===== src/rtl/alu_seq.sv =====
// alu_seq: registered ALU with a valid/ready input handshake, a persistent
// carry flag for multi-word add/subtract chains and a multicycle
// shift-add multiplier (one partial-product step per clock).
//
// Handshake: an operation transfers on a rising edge where
// in_valid && in_ready. in_ready is high only in IDLE. A, B and OP are
// sampled only at transfer. Every completion registers result and flags
// and raises out_valid for exactly the following cycle.
module alu_seq #(
  parameter int WIDTH = 8
) (
  input  logic             clk,
  input  logic             rst_n,
  input  logic             in_valid,
  output logic             in_ready,
  input  logic [WIDTH-1:0] a,
  input  logic [WIDTH-1:0] b,
  input  logic [3:0]       op,
  output logic             out_valid,
  output logic [WIDTH-1:0] result,
  output logic             zero,
  output logic             carry,
  output logic             negative,
  output logic             overflow,
  output logic             flag_c
);

  localparam int CW = $clog2(WIDTH + 1);

  localparam logic [3:0] OP_ADD = 4'd0;
  localparam logic [3:0] OP_SUB = 4'd1;
  localparam logic [3:0] OP_AND = 4'd2;
  localparam logic [3:0] OP_OR  = 4'd3;
  localparam logic [3:0] OP_XOR = 4'd4;
  localparam logic [3:0] OP_NOT = 4'd5;
  localparam logic [3:0] OP_SHL = 4'd6;
  localparam logic [3:0] OP_SHR = 4'd7;
  localparam logic [3:0] OP_ADC = 4'd8;
  localparam logic [3:0] OP_SBC = 4'd9;
  localparam logic [3:0] OP_MUL = 4'd10;

  typedef enum logic {S_IDLE = 1'b0, S_MUL = 1'b1} state_t;

  state_t state, state_next;

  // Multiplier datapath: shifted multiplicand, shrinking multiplier,
  // running accumulator and remaining step count.
  logic [2*WIDTH-1:0] mul_a;
  logic [WIDTH-1:0]   mul_b;
  logic [2*WIDTH-1:0] acc;
  logic [CW-1:0]      count;
  logic [2*WIDTH-1:0] acc_step;
  logic               last_step;

  // Single-cycle ALU outputs
  logic             cin;
  logic [WIDTH:0]   sum_ext;
  logic [WIDTH:0]   diff_ext;
  logic [WIDTH-1:0] alu_res;
  logic             alu_c;
  logic             alu_v;

  // Completion mux shared by the single-cycle path and the multiplier
  logic             done;
  logic [WIDTH-1:0] done_res;
  logic             done_c;
  logic             done_v;

  assign acc_step  = acc + (mul_b[0] ? mul_a : '0);
  assign last_step = (count == CW'(1));

  // State register
  always_ff @(posedge clk or negedge rst_n) begin
    if (!rst_n) state <= S_IDLE;
    else        state <= state_next;
  end

  // Next-state logic
  always_comb begin
    state_next = state;
    case (state)
      S_IDLE:  if (in_valid && op == OP_MUL) state_next = S_MUL;
      S_MUL:   if (last_step) state_next = S_IDLE;
      default: state_next = S_IDLE;
    endcase
  end

  // FSM outputs
  always_comb begin
    in_ready = (state == S_IDLE);
  end

  // Single-cycle ALU, evaluated at WIDTH+1 bits for carry/borrow
  always_comb begin
    cin      = (op == OP_ADC || op == OP_SBC) ? flag_c : 1'b0;
    sum_ext  = {1'b0, a} + {1'b0, b} + {{WIDTH{1'b0}}, cin};
    diff_ext = {1'b0, a} - {1'b0, b} - {{WIDTH{1'b0}}, cin};
    alu_res  = a;
    alu_c    = 1'b0;
    alu_v    = 1'b0;
    case (op)
      OP_ADD, OP_ADC: begin
        alu_res = sum_ext[WIDTH-1:0];
        alu_c   = sum_ext[WIDTH];
        alu_v   = (a[WIDTH-1] == b[WIDTH-1]) && (sum_ext[WIDTH-1] != a[WIDTH-1]);
      end
      OP_SUB, OP_SBC: begin
        alu_res = diff_ext[WIDTH-1:0];
        alu_c   = diff_ext[WIDTH];
        alu_v   = (a[WIDTH-1] != b[WIDTH-1]) && (diff_ext[WIDTH-1] != a[WIDTH-1]);
      end
      OP_AND: alu_res = a & b;
      OP_OR:  alu_res = a | b;
      OP_XOR: alu_res = a ^ b;
      OP_NOT: alu_res = ~a;
      OP_SHL: begin
        alu_res = {a[WIDTH-2:0], 1'b0};
        alu_c   = a[WIDTH-1];
      end
      OP_SHR: begin
        alu_res = {1'b0, a[WIDTH-1:1]};
        alu_c   = a[0];
      end
      default: alu_res = a;
    endcase
  end

  // Select what (if anything) completes on the coming edge
  always_comb begin
    done     = 1'b0;
    done_res = alu_res;
    done_c   = alu_c;
    done_v   = alu_v;
    if (state == S_MUL) begin
      done     = last_step;
      done_res = acc_step[WIDTH-1:0];
      done_c   = |acc_step[2*WIDTH-1:WIDTH];
      done_v   = 1'b0;
    end else if (in_valid && op != OP_MUL) begin
      done = 1'b1;
    end
  end

  // Multiplier operand latch and shift-add steps; reset discards partials
  always_ff @(posedge clk or negedge rst_n) begin
    if (!rst_n) begin
      mul_a <= '0;
      mul_b <= '0;
      acc   <= '0;
      count <= '0;
    end else if (state == S_IDLE) begin
      if (in_valid && op == OP_MUL) begin
        mul_a <= {{WIDTH{1'b0}}, a};
        mul_b <= b;
        acc   <= '0;
        count <= CW'(WIDTH);
      end
    end else begin
      acc   <= acc_step;
      mul_a <= mul_a << 1;
      mul_b <= mul_b >> 1;
      count <= count - CW'(1);
    end
  end

  // Result/flag registers and the one-cycle completion pulse
  always_ff @(posedge clk or negedge rst_n) begin
    if (!rst_n) begin
      result    <= '0;
      zero      <= 1'b0;
      carry     <= 1'b0;
      negative  <= 1'b0;
      overflow  <= 1'b0;
      flag_c    <= 1'b0;
      out_valid <= 1'b0;
    end else begin
      out_valid <= done;
      if (done) begin
        result   <= done_res;
        zero     <= (done_res == '0);
        carry    <= done_c;
        negative <= done_res[WIDTH-1];
        overflow <= done_v;
        flag_c   <= done_c;
      end
    end
  end

endmodule

===== config.mk =====
export PLATFORM = sky130hd
export DESIGN_NAME = alu_seq
export DESIGN_NICKNAME = d
export VERILOG_FILES = /design/src/rtl/alu_seq.sv
export SDC_FILE = /design/constraint.sdc
export NUM_CORES = 1
export LEC_CHECK = 0
export ABC_AREA = 1
export CORE_ASPECT_RATIO = 1.25
export CORE_MARGIN = 2
export CORE_UTILIZATION = 43
export CTS_BUF_LIST = sky130_fd_sc_hd__clkbuf_8 sky130_fd_sc_hd__clkbuf_16
export DETAILED_ROUTE_END_ITERATION = 16
export GPL_TIMING_DRIVEN = 0
export PLACE_DENSITY = 0.61
export SLEW_MARGIN = 20
export SYNTH_ARGS = -nofsm -noshare
export SYNTH_HDL_FRONTEND = slang
export SYNTH_SLANG_ARGS = --single-unit

===== constraint.sdc =====
create_clock -name clk -period 2.58 [get_ports clk]
set_input_delay 0.645 -clock clk [delete_from_list [all_inputs] [get_ports clk]]
set_output_delay 0.645 -clock clk [all_outputs]
set_load 0.02 [all_outputs]

==> flow_summary.yaml, run 1 <==
critical_path:
  start_kind: "flip-flop"
  crit_fanout: 3
  cp_cell_sequence: "nand3_4, inv_2, fa_2, inv_2, ha_4, inv_2, nand2_2, nand2_2, nand2_4, nand2_4, nand2_2, nand2_2, nand2_2, xor2_1, o22ai_2, nand3_2, nand2_1"
  crit_required_ns: 2.84
  crit_path_end_kind: "flip-flop"
  crit_slowest_cell: "fa_2"
  cp.arrival_ns: 2.82
  reg2reg_slack_ns: 0.02
  crit_top_cell: "nand2_2"
  critical_path_class: "flip-flop to flip-flop"
  slowest_delay_ns: 0.57
power:
  vdd_ir_drop_max_uv: 403
  p_per_area_nw_per_um2: 759
  p_leak_nw: 3.48
floorplanning:
  die_w_um: 102
  rows: 44
  coreArea_sq_um: 11700
  initial_core_util_pct: 44.1
  io_pins: 38
  dieArea_sq_um: 12900
  die_h_um: 126
drt:
  vias_per_cell: 5.17
  avgRoutedWirePerCell_um: 14.8
  vias: 5327
  drtPass1Iterations: 5
  totalWireLength_mm: 15.3
  drtAntennaViolNets: 0
  dr.first_iter.drc_count: 347
  drc: 0
run:
  max_cap_viol_count: 0
finish:
  antenna_cells: 0
  layout.nets: 941
  syn2layout_area_growth_pct: 28.7
  fill_cells: 1186
  regArea_sq_um: 1430
  drive_above_1_share_pct: 18.0
  multiInputGateArea_sq_um: 3560
  layout.cells.non_filler: 1031
placed_design:
  dp_hpwl_mm: 12.0
  io_buffers: 37
  dp.cells: 1000
  place_congestion: 1.02
  place_ws_ns: -1.18
timing:
  period_minus_slack_ns: 2.56
  tns_ns: 0
  rsz0062_at_grt: "true"
  setup_viol: 0
  timing.slew.headroom_pct: 63.7
  worst_slew_pin_slew_ns: 0.545
  max_freq_mhz: 390
  period_share_pct: 99.4
  hold_violations: 0
  setup_ws_ns: 0.0159
  slew_violations: 0
  skew_ns: 0.00600
clock_network:
  cts_root_buffer: "clkbuf_16"
  clk_latency_ns: 0.33
  clock_path_buffers: 2
  cts.clk_slew.worst_paths_ns: 0.05
  postCtsHoldBufs: 0
  cts_max_level: 3
  clock-sinks: 57
  cts_inserted_buffers: 9
  tritoncts: "done"
logic_synthesis:
  syn-cell-area_sq_um: 5150
  async_flop_share_pct: 100
  post_synth_num_cell_types: 37
  ys_ff_latch: 57
  postSynthAreaPerCell_sq_um: 6.43
  synth-edff-count: 0
  yosys_warnings: 0
  synth_cells: 801
  ys_seq_area_share_pct: 27.7
  syn_nets: 876
  ys.flop_type: "dfrtp_1"
global_routing:
  grt_pass1_wl_mm: 25.2
  grtUsageTotal_pct: 24.7
  grt_pass1_vias: 5365
  grt_antenna_before_repair: 0
  grt_max_degree: 58
  grt_remaining_overflow: 0
hold_path:
  min-delay-path-class: "primary input to asynchronous set/reset pin"
status:
  outcome: "finished, final reports clean"
## worst paths after layout
check	startpoint	end	cells after the start
worst max-delay path	flag_c$_DFFE_PN0P_	overflow$_DFFE_PN0P_	17
worst min-delay path	rst_n	flag_c$_DFFE_PN0P_	2
worst max register to register	flag_c$_DFFE_PN0P_	overflow$_DFFE_PN0P_	17
worst min register to register	acc[0]$_DFFE_PN0P_	acc[0]$_DFFE_PN0P_	2
max in group asynchronous	rst_n	count[3]$_DFFE_PN0P_	2
min in group clk	acc[0]$_DFFE_PN0P_	acc[0]$_DFFE_PN0P_	2
## cells by family (layout without fill, tap and decap cells)
logic type | count (synthesis) | count (layout) | share of synthesized area, %
AOI/OAI and AO/OA | 95 | 95 | 10.8
and+or+nand+nor | 434 | 434 | 35.3
adders and majority gates | 52 | 52 | 13.4
buffers and inverters | 158 | 227 | 12.0
DFF | 57 | 57 | 27.7
xor gates and xnor gates | 5 | 5 | 0.850
## repair_timing
item | CTS | global route
endpoints found under the setup margin | 12 | 4
gates resized for setup | 108 | 55
pin swaps | 13 | 19
buffers inserted | 11 | 6
## sequential cells by signal (all words and copies together), names as in the netlist
name and cells:
count 4, out_valid 1, result 8, zero 1
state 1, mul_b 8, acc 16, flag_c 1
overflow 1, mul_a 16
## cells in the final DEF, fill, tap and decap left out, drive strengths merged, types with 2 or more instances in the layout
cell,Yosys,final
inv,140,141
a21oi,24,24
dfrtp,57,57
buf,9,34
nor2,59,59
dlygate4sd2,0,7
xor2,4,4
or2,3,3
fa,5,5
nand4,13,13
clkinv,0,2
clkdlybuf4s15,0,4
ha,47,47
nand3,55,55
nand3b,9,9
nor3,5,5
o211ai,15,15
clkdlybuf4s50,0,18
and2,2,2
o22ai,10,10
a31oi,7,7
clkbuf,9,20
o21ai,33,33
nand2,287,287
## critical path, delay by kind of cell (launching register included)
family	cells	cell delay, ns
flops	1	0.43
fa+ha+maj	2	0.72
buf+inv	3	0.15
simple gates	10	0.84
compound gates	1	0.22
xor+xnor	1	0.14
## per-layer routing
layer,up-vias,share of wire [%],track usage (%)
met5,-,0,0
met4,0,3.4,10.6
met3,36,4.0,4.35
met2,142,52,44.4
met1,2487,40,28.2
li1,2662,-,-
## per-stage QoR
step	hold WS, ns	util, %	power (W)	area (sq um)
finish	0.300	56.8	0.00503	6630
global route	0.317	56.8	0.00542	6630
CTS	0.310	54.4	0.00488	6340
detailed placement	0.470	49.3	0.00357	5750
global placement	0.466	49.0	0.00353	5720
floorplan	0.349	-	0.00279	5150
## cell type report
| class | count | share of cell area (%) |
|---|---|---|
| Inverter | 140 | 7.93 |
| Buffer | 17 | 1.57 |
| Tap cell | 161 | 3.04 |
| Timing Repair Buffer | 55 | 7.74 |
| Clock inverter | 4 | 0.661 |
| Sequential cell | 57 | 21.6 |
| Multi-Input combinational cell | 586 | 53.7 |
| Clock buffer | 11 | 3.81 |
## report_power, final
group          leakage [nW]  switching, W  total [W]  internal, W
Clock                 0.153      0.000390    0.00118     0.000785
Sequential            0.745      0.000228    0.00142      0.00119
Combinational          2.59       0.00146    0.00244     0.000975
## Yosys cell counts, types with 2 or more instances
| master | instances | share of area, % |
|---|---|---|
| nor2_4 | 2 | 0.44 |
| o21ai_1 | 2 | 0.19 |
| nand2_1 | 284 | 21 |
| nor2_1 | 54 | 3.9 |
| inv_1 | 135 | 9.8 |
| or2_2 | 3 | 0.36 |
| dfrtp_1 | 57 | 28 |
| nand4_1 | 13 | 1.6 |
| and2_1 | 2 | 0.24 |
| a31oi_1 | 7 | 0.85 |
| o22ai_1 | 10 | 1.2 |
| buf_4 | 2 | 0.29 |
| ha_1 | 47 | 11 |
| nor2_2 | 3 | 0.36 |
| fa_1 | 5 | 1.9 |
| nand3_1 | 54 | 5.2 |
| clkbuf_1 | 9 | 0.66 |
| nor3_1 | 5 | 0.49 |
| inv_2 | 5 | 0.36 |
| o211ai_1 | 15 | 2.2 |
| nand3b_1 | 9 | 1.3 |
| xor2_1 | 4 | 0.68 |
| o21ai_0 | 31 | 3.0 |
| nand2_2 | 3 | 0.36 |
| buf_2 | 6 | 0.58 |
| a21oi_1 | 23 | 2.2 |
Note: power is estimated with default switching activity, not from simulation.
==> inputs of run 2 (changes only) <==
- CTS_CLUSTER_SIZE: unset -> 20
- REMOVE_ABC_BUFFERS: unset -> 1
==> run 2 against run 1 <==
Against the previous run: die area unchanged; design area down 3.1%; sequential share of layout area rose by 0.72 points; non-clock buffer count is 15 lower; worst setup slack improved by 0.014 ns; fmax increased by 0.57%; largest cell class unchanged; routed wire length fell by 6.0%; first-iteration DRC count is 39% lower; via count fell by 3.0%.
==> flow_summary.yaml, run 2 (synthesis results as in run 1) <==
critical_path:
  rr_endpoint: "overflow$_DFFE_PN0P_"
  reg2reg_depth: 17
  crit_required_ns: 2.84
  cp.arrival_ns: 2.81
  crit_fanout: 2
  crit_path_end_kind: "flip-flop"
  critical_path_class: "primary input to flip-flop"
  start_kind: "primary input"
  reg2reg_from: "flag_c$_DFFE_PN0P_"
  reg2reg_slack_ns: 0.06
  crit_start: "op[1]"
clock_network:
  clock_path_buffers: 2
  clock-sinks: 57
  clk_latency_ns: 0.33
  tritoncts: "done"
  cts.clk_slew.worst_paths_ns: 0.05
  cts_max_level: 3
  cts_inserted_buffers: 9
  cts_root_buffer: "clkbuf_16"
drt:
  drtPass1Iterations: 5
  dr.first_iter.drc_count: 210
  dr_wl_met2_mm: 7.21
  drtAntennaViolNets: 0
  route.top_layer_used: "met4"
  avgRoutedWirePerCell_um: 14.1
  totalWireLength_mm: 14.4
  met1_length_mm: 6.31
  vias: 5165
  wl_met3_um: 467
  drc: 0
  vias_per_cell: 5.08
timing:
  timing.hold.ws_ns: 0.197
  worst_slew_pin_slew_ns: 0.556
  max_freq_mhz: 392
  timing.slew.headroom_pct: 62.8
  period_minus_slack_ns: 2.55
  setup_viol: 0
  tns_ns: 0
  skew_ns: 0.00663
  period_share_pct: 98.8
  hold_violations: 0
  rsz0062_at_grt: "true"
  slew_violations: 0
  setup_ws_ns: 0.0303
finish:
  final_cell_mix: "270 x nand2_1, 123 x inv_1, 54 x dfrtp_1"
  top_regs: "acc: 16 flops, mul_a: 16 flops"
  layout_commonest_cell: "nand2_1"
  antenna_cells: 0
  layout.nets: 927
  drive_above_1_share_pct: 15.0
  syn2layout_area_growth_pct: 24.7
power:
  vdd_ir_drop_max_uv: 379
  total_power_w: 0.00489
  p_per_area_nw_per_um2: 761
  p_leak_nw: 3.42
floorplanning:
  dieArea_sq_um: 12900
  coreArea_sq_um: 11700
  initial_core_util_pct: 44.1
  die_h_um: 126
  io_pins: 38
  die_w_um: 102
  rows: 44
placed_design:
  dp_hpwl_mm: 11.1
  io_buffers: 37
  place_congestion: 0.924
  place_ws_ns: -1.11
global_routing:
  grtUsageTotal_pct: 23.2
  grt_pass1_vias: 5048
  grt_remaining_overflow: 0
  grt_pass1_wl_mm: 23.7
  grt_antenna_before_repair: 0
  grt_max_degree: 40
status:
  outcome: "finished, final reports clean"
run:
  max_cap_viol_count: 0
hold_path:
  min-delay-path-class: "primary input to asynchronous set/reset pin"
run 2: timing repair:
action,CTS,global route
resized for setup,88,46
hold endpoints to repair,0,0
hold buffers,0,0
gates cloned,1,0
setup buffers,17,2
endpoints found under the setup margin,44,41
pin swaps,13,22
run 2: stage by stage:
| stage | instances | instance area (sq um) | util [%] |
|---|---|---|---|
| 4_1_cts | 1015 | 6300 | 54.0 |
| 3_5_place_dp | 982 | 5650 | 48.4 |
| 5_1_grt | 1017 | 6420 | 55.0 |
| 6_report | 1017 | 6420 | 55.0 |
| 3_3_place_gp | 981 | 5630 | 48.3 |
| 2_1_floorplan | 783 | 5060 | - |
run 2: critical path, stage by stage:
cell	delay, ns
buf_12	0.10
nor2_4	0.13
nand3_4	0.08
fa_2	0.37
fa_2	0.36
buf_4	0.14
xnor2_1	0.11
nand2_1	0.06
nand2_1	0.05
nor2_1	0.10
nand2_1	0.11
a21oi_2	0.19
nand3_1	0.08
nor2_1	0.11
nand4_1	0.09
nand2_1	0.08
run 2: power by group:
group / leakage (nW) / switching [W] / internal (W)
combinational: 2.52 / 0.00136 / 0.000901
sequential: 0.744 / 0.000250 / 0.00119
clock: 0.153 / 0.000401 / 0.000786
run 2: worst max path at each step:
stage                                 to  cells after the start
floorplan             flag_c$_DFFE_PN0P_                     14
global placement    overflow$_DFFE_PN0P_                     19
detailed placement  overflow$_DFFE_PN0P_                     19
CTS                 overflow$_DFFE_PN0P_                     19
global route            zero$_DFFE_PN0P_                     16
finish                  zero$_DFFE_PN0P_                     16
run 2: layout make-up:
cell class	count	area [sq um]
fill	1172	5250
clock inverter	4	43.8
tap	161	201
inverter	140	537
timing repair buffer	57	528
timing repair inverter	1	7.51
clock buffer	11	253
sequential	57	1430
multi-input combinational	586	3420
run 2: layer usage:
metal / global-route usage (%) / vias to the layer above
met3: 2.92 / 30
li1: - / 2635
met5: 0 / -
met1: 28.9 / 2395
met2: 40.6 / 105
met4: 8.86 / 0
==> inputs of run 3 (changes only) <==
- ABC_AREA: 1 -> 0
==> run 3 against run 2 <==
Against the previous run: the run now ends with setup timing left; clock power rose by 10%; via count decreased by 3.0%; sequential share of layout area shrank 1.8 points; worst setup slack worse by 0.66 ns; synthesized cell count fell by 21%; routed wire length rose by 11%; critical path type unchanged; critical endpoint unchanged; highest routed layer unchanged.
==> flow_summary.yaml, run 3 <==
clock_network:
  cts_inserted_buffers: 9
  tritoncts: "done"
  cts.clk_slew.worst_paths_ns: 0.05
  cts_root_buffer: "clkbuf_16"
  clk_latency_ns: 0.33
  cts_max_level: 3
  clock_path_buffers: 2
  clock-sinks: 57
power:
  p_per_area_nw_per_um2: 852
  p_leak_nw: 2.96
  vdd_ir_drop_max_uv: 650
floorplanning:
  initial_core_util_pct: 44.0
  die_h_um: 126
  coreArea_sq_um: 11600
  rows: 44
  io_pins: 38
  dieArea_sq_um: 12700
  die_w_um: 101
finish:
  layout_commonest_cell: "nand2_1"
  drive_above_1_share_pct: 26.4
  fill_cells: 989
  syn2layout_area_growth_pct: 37.5
  layout.cells.non_filler: 831
  final_cell_mix: "70 x nand2_1, 54 x o21ai_0, 54 x dfrtp_1"
  layout.nets: 763
  top_regs: "acc: 16 flops, mul_a: 16 flops"
  antenna_cells: 0
  stdcell_area_sq_um: 6990
run:
  max_cap_viol_count: 0
logic_synthesis:
  synth.area.mux_share_pct: 2.66
  synth_xor_area_share_pct: 2.76
  post_synth_num_cell_types: 74
  ys_ff_latch: 57
  synth_most_common_cell: "nand2_1"
  synth_fa_ha_area_share_pct: 13.5
  ys_seq_area_share_pct: 28.1
  postSynthAreaPerCell_sq_um: 8.08
  syn-cell-area_sq_um: 5080
  yosys_warnings: 0
  synth_top_family_by_area: "compound AO/OA/AOI/OAI gates"
  ys.flop_type: "dfrtp_1"
  yosysTopAreaCell: "dfrtp_1"
  async_flop_share_pct: 100
  synth_compound_area_share_pct: 26.0
  synth_area_leaders: "dfrtp_1 28%, ha_1 12%, o21ai_0 5.8%"
  synth-edff-count: 0
  yosys-top-cells-count: "71 x nand2_1, 59 x o21ai_0, 57 x dfrtp_1"
  netlist.area_leader.share_pct: 28.1
  synth-simple-area-share_pct: 21.0
  synth_cells: 629
drt:
  drc: 0
  vias: 5009
  dr.first_iter.drc_count: 311
  vias_per_cell: 6.03
  drtAntennaViolNets: 0
  totalWireLength_mm: 15.9
  avgRoutedWirePerCell_um: 19.2
  drtPass1Iterations: 5
status:
  outcome: "finished, violations left"
  violations: "setup timing"
global_routing:
  grt_remaining_overflow: 0
  grt_max_degree: 51
  grt_pass1_vias: 5146
  grt_antenna_before_repair: 0
  grt_pass1_wl_mm: 25.7
  grtUsageTotal_pct: 25.6
timing:
  max_freq_mhz: 311
  skew_ns: 0.00327
  hold_violations: 0
  rsz0062_at_grt: "true"
  period_minus_slack_ns: 3.21
  timing.slew.headroom_pct: 30.3
  period_share_pct: 124
  setup_viol: 10
  setup_ws_ns: -0.631
  slew_violations: 0
  worst_slew_pin_slew_ns: 1.05
  timing.hold.ws_ns: 0.247
critical_path:
  crit_start: "op[2]"
  crit_required_ns: 2.83
  crit_fanout: 3
  cp.arrival_ns: 3.46
  crit_path_end_kind: "flip-flop"
  reg2reg_from: "flag_c$_DFFE_PN0P_"
  start_kind: "primary input"
  critical_path_class: "primary input to flip-flop"
hold_path:
  min-delay-path-class: "primary input to asynchronous set/reset pin"
placed_design:
  place_congestion: 0.917
  io_buffers: 37
  placed_area_sq_um: 5540
  dp.cells: 772
  place_ws_ns: -2.43
  dp_hpwl_mm: 10.4
run 3: stage by stage:
stage / util, % / power [W] / setup TNS (ns)
after floorplan: - / 0.00302 / -2.35
after CTS: 58.1 / 0.00569 / -2.01
after global routing: 60.5 / 0.00635 / -3.74
final: 60.5 / 0.00596 / -2.93
after detailed placement: 47.9 / 0.00387 / -52.51
after global placement: 47.3 / 0.00376 / -139.98
run 3: cells by family after synthesis:
family          Yosys count
compound gates          199
buf+inv                  74
xor+xnor                 16
flops                    57
mux                      12
fa+ha+maj                52
simple gates            219
run 3: power by group:
| part | leakage (nW) | total [W] | internal [W] | switching (W) |
|---|---|---|---|---|
| combinational | 2.06 | 0.00308 | 0.00141 | 0.00168 |
| sequential | 0.737 | 0.00156 | 0.00126 | 0.000309 |
| clock | 0.162 | 0.00131 | 0.000893 | 0.000414 |
| total | 2.96 | 0.00596 | 0.00355 | 0.00240 |
run 3: worst paths after layout:
check / slack (ns) / depth (start not counted) / to
setup / recovery: -0.63 / 12 / zero$_DFFE_PN0P_
max in group asynchronous: 1.82 / 2 / flag_c$_DFFE_PN0P_
hold / removal: 0.25 / 1 / state$_DFF_PN0_
min in group clk: 0.49 / 1 / result[2]$_DFFE_PN0P_
hold reg to reg: 0.49 / 1 / result[2]$_DFFE_PN0P_
setup reg to reg: -0.50 / 10 / zero$_DFFE_PN0P_
run 3: repair_timing:
item / 4_1_cts / 5_1_grt
hold buffers: 0 / 0
gates cloned: 3 / 0
setup buffers: 29 / 11
endpoints found under the setup margin: 58 / 14
pin swaps: 40 / 36
gates resized for setup: 158 / 40
run 3: area by class of cell:
class,instances,area (sq um),share of cell area (%)
Clock inverter,5,77.6,1.11
Timing Repair inverter,1,5.00,0.0716
Timing Repair Buffer,82,861,12.3
Sequential cell,57,1430,20.5
Tap cell,138,173,2.47
Inverter,39,154,2.20
Multi-Input combinational cell,498,4030,57.7
Clock buffer,11,253,3.62
run 3: metal layers:
layer / wire, um / share of wire [%] / track usage (%)
met5: 0 / 0 / 0
met4: 862 / 5.4 / 15.4
met3: 686 / 4.3 / 4.08
met2: 7990 / 50 / 42.3
met1: 6400 / 40 / 30.7
run 3: critical path, stage by stage:
cell and delay [ns]:
buf_16 0.11, nor2_4 0.12, nand3_4 0.10, fa_2 0.36, fa_2 0.38, o21ai_2 0.19
nand2b_1 0.12, xnor2_2 0.20, o2111ai_2 0.13, a221o_1 0.42, or4_4 0.49, o31ai_2 0.18
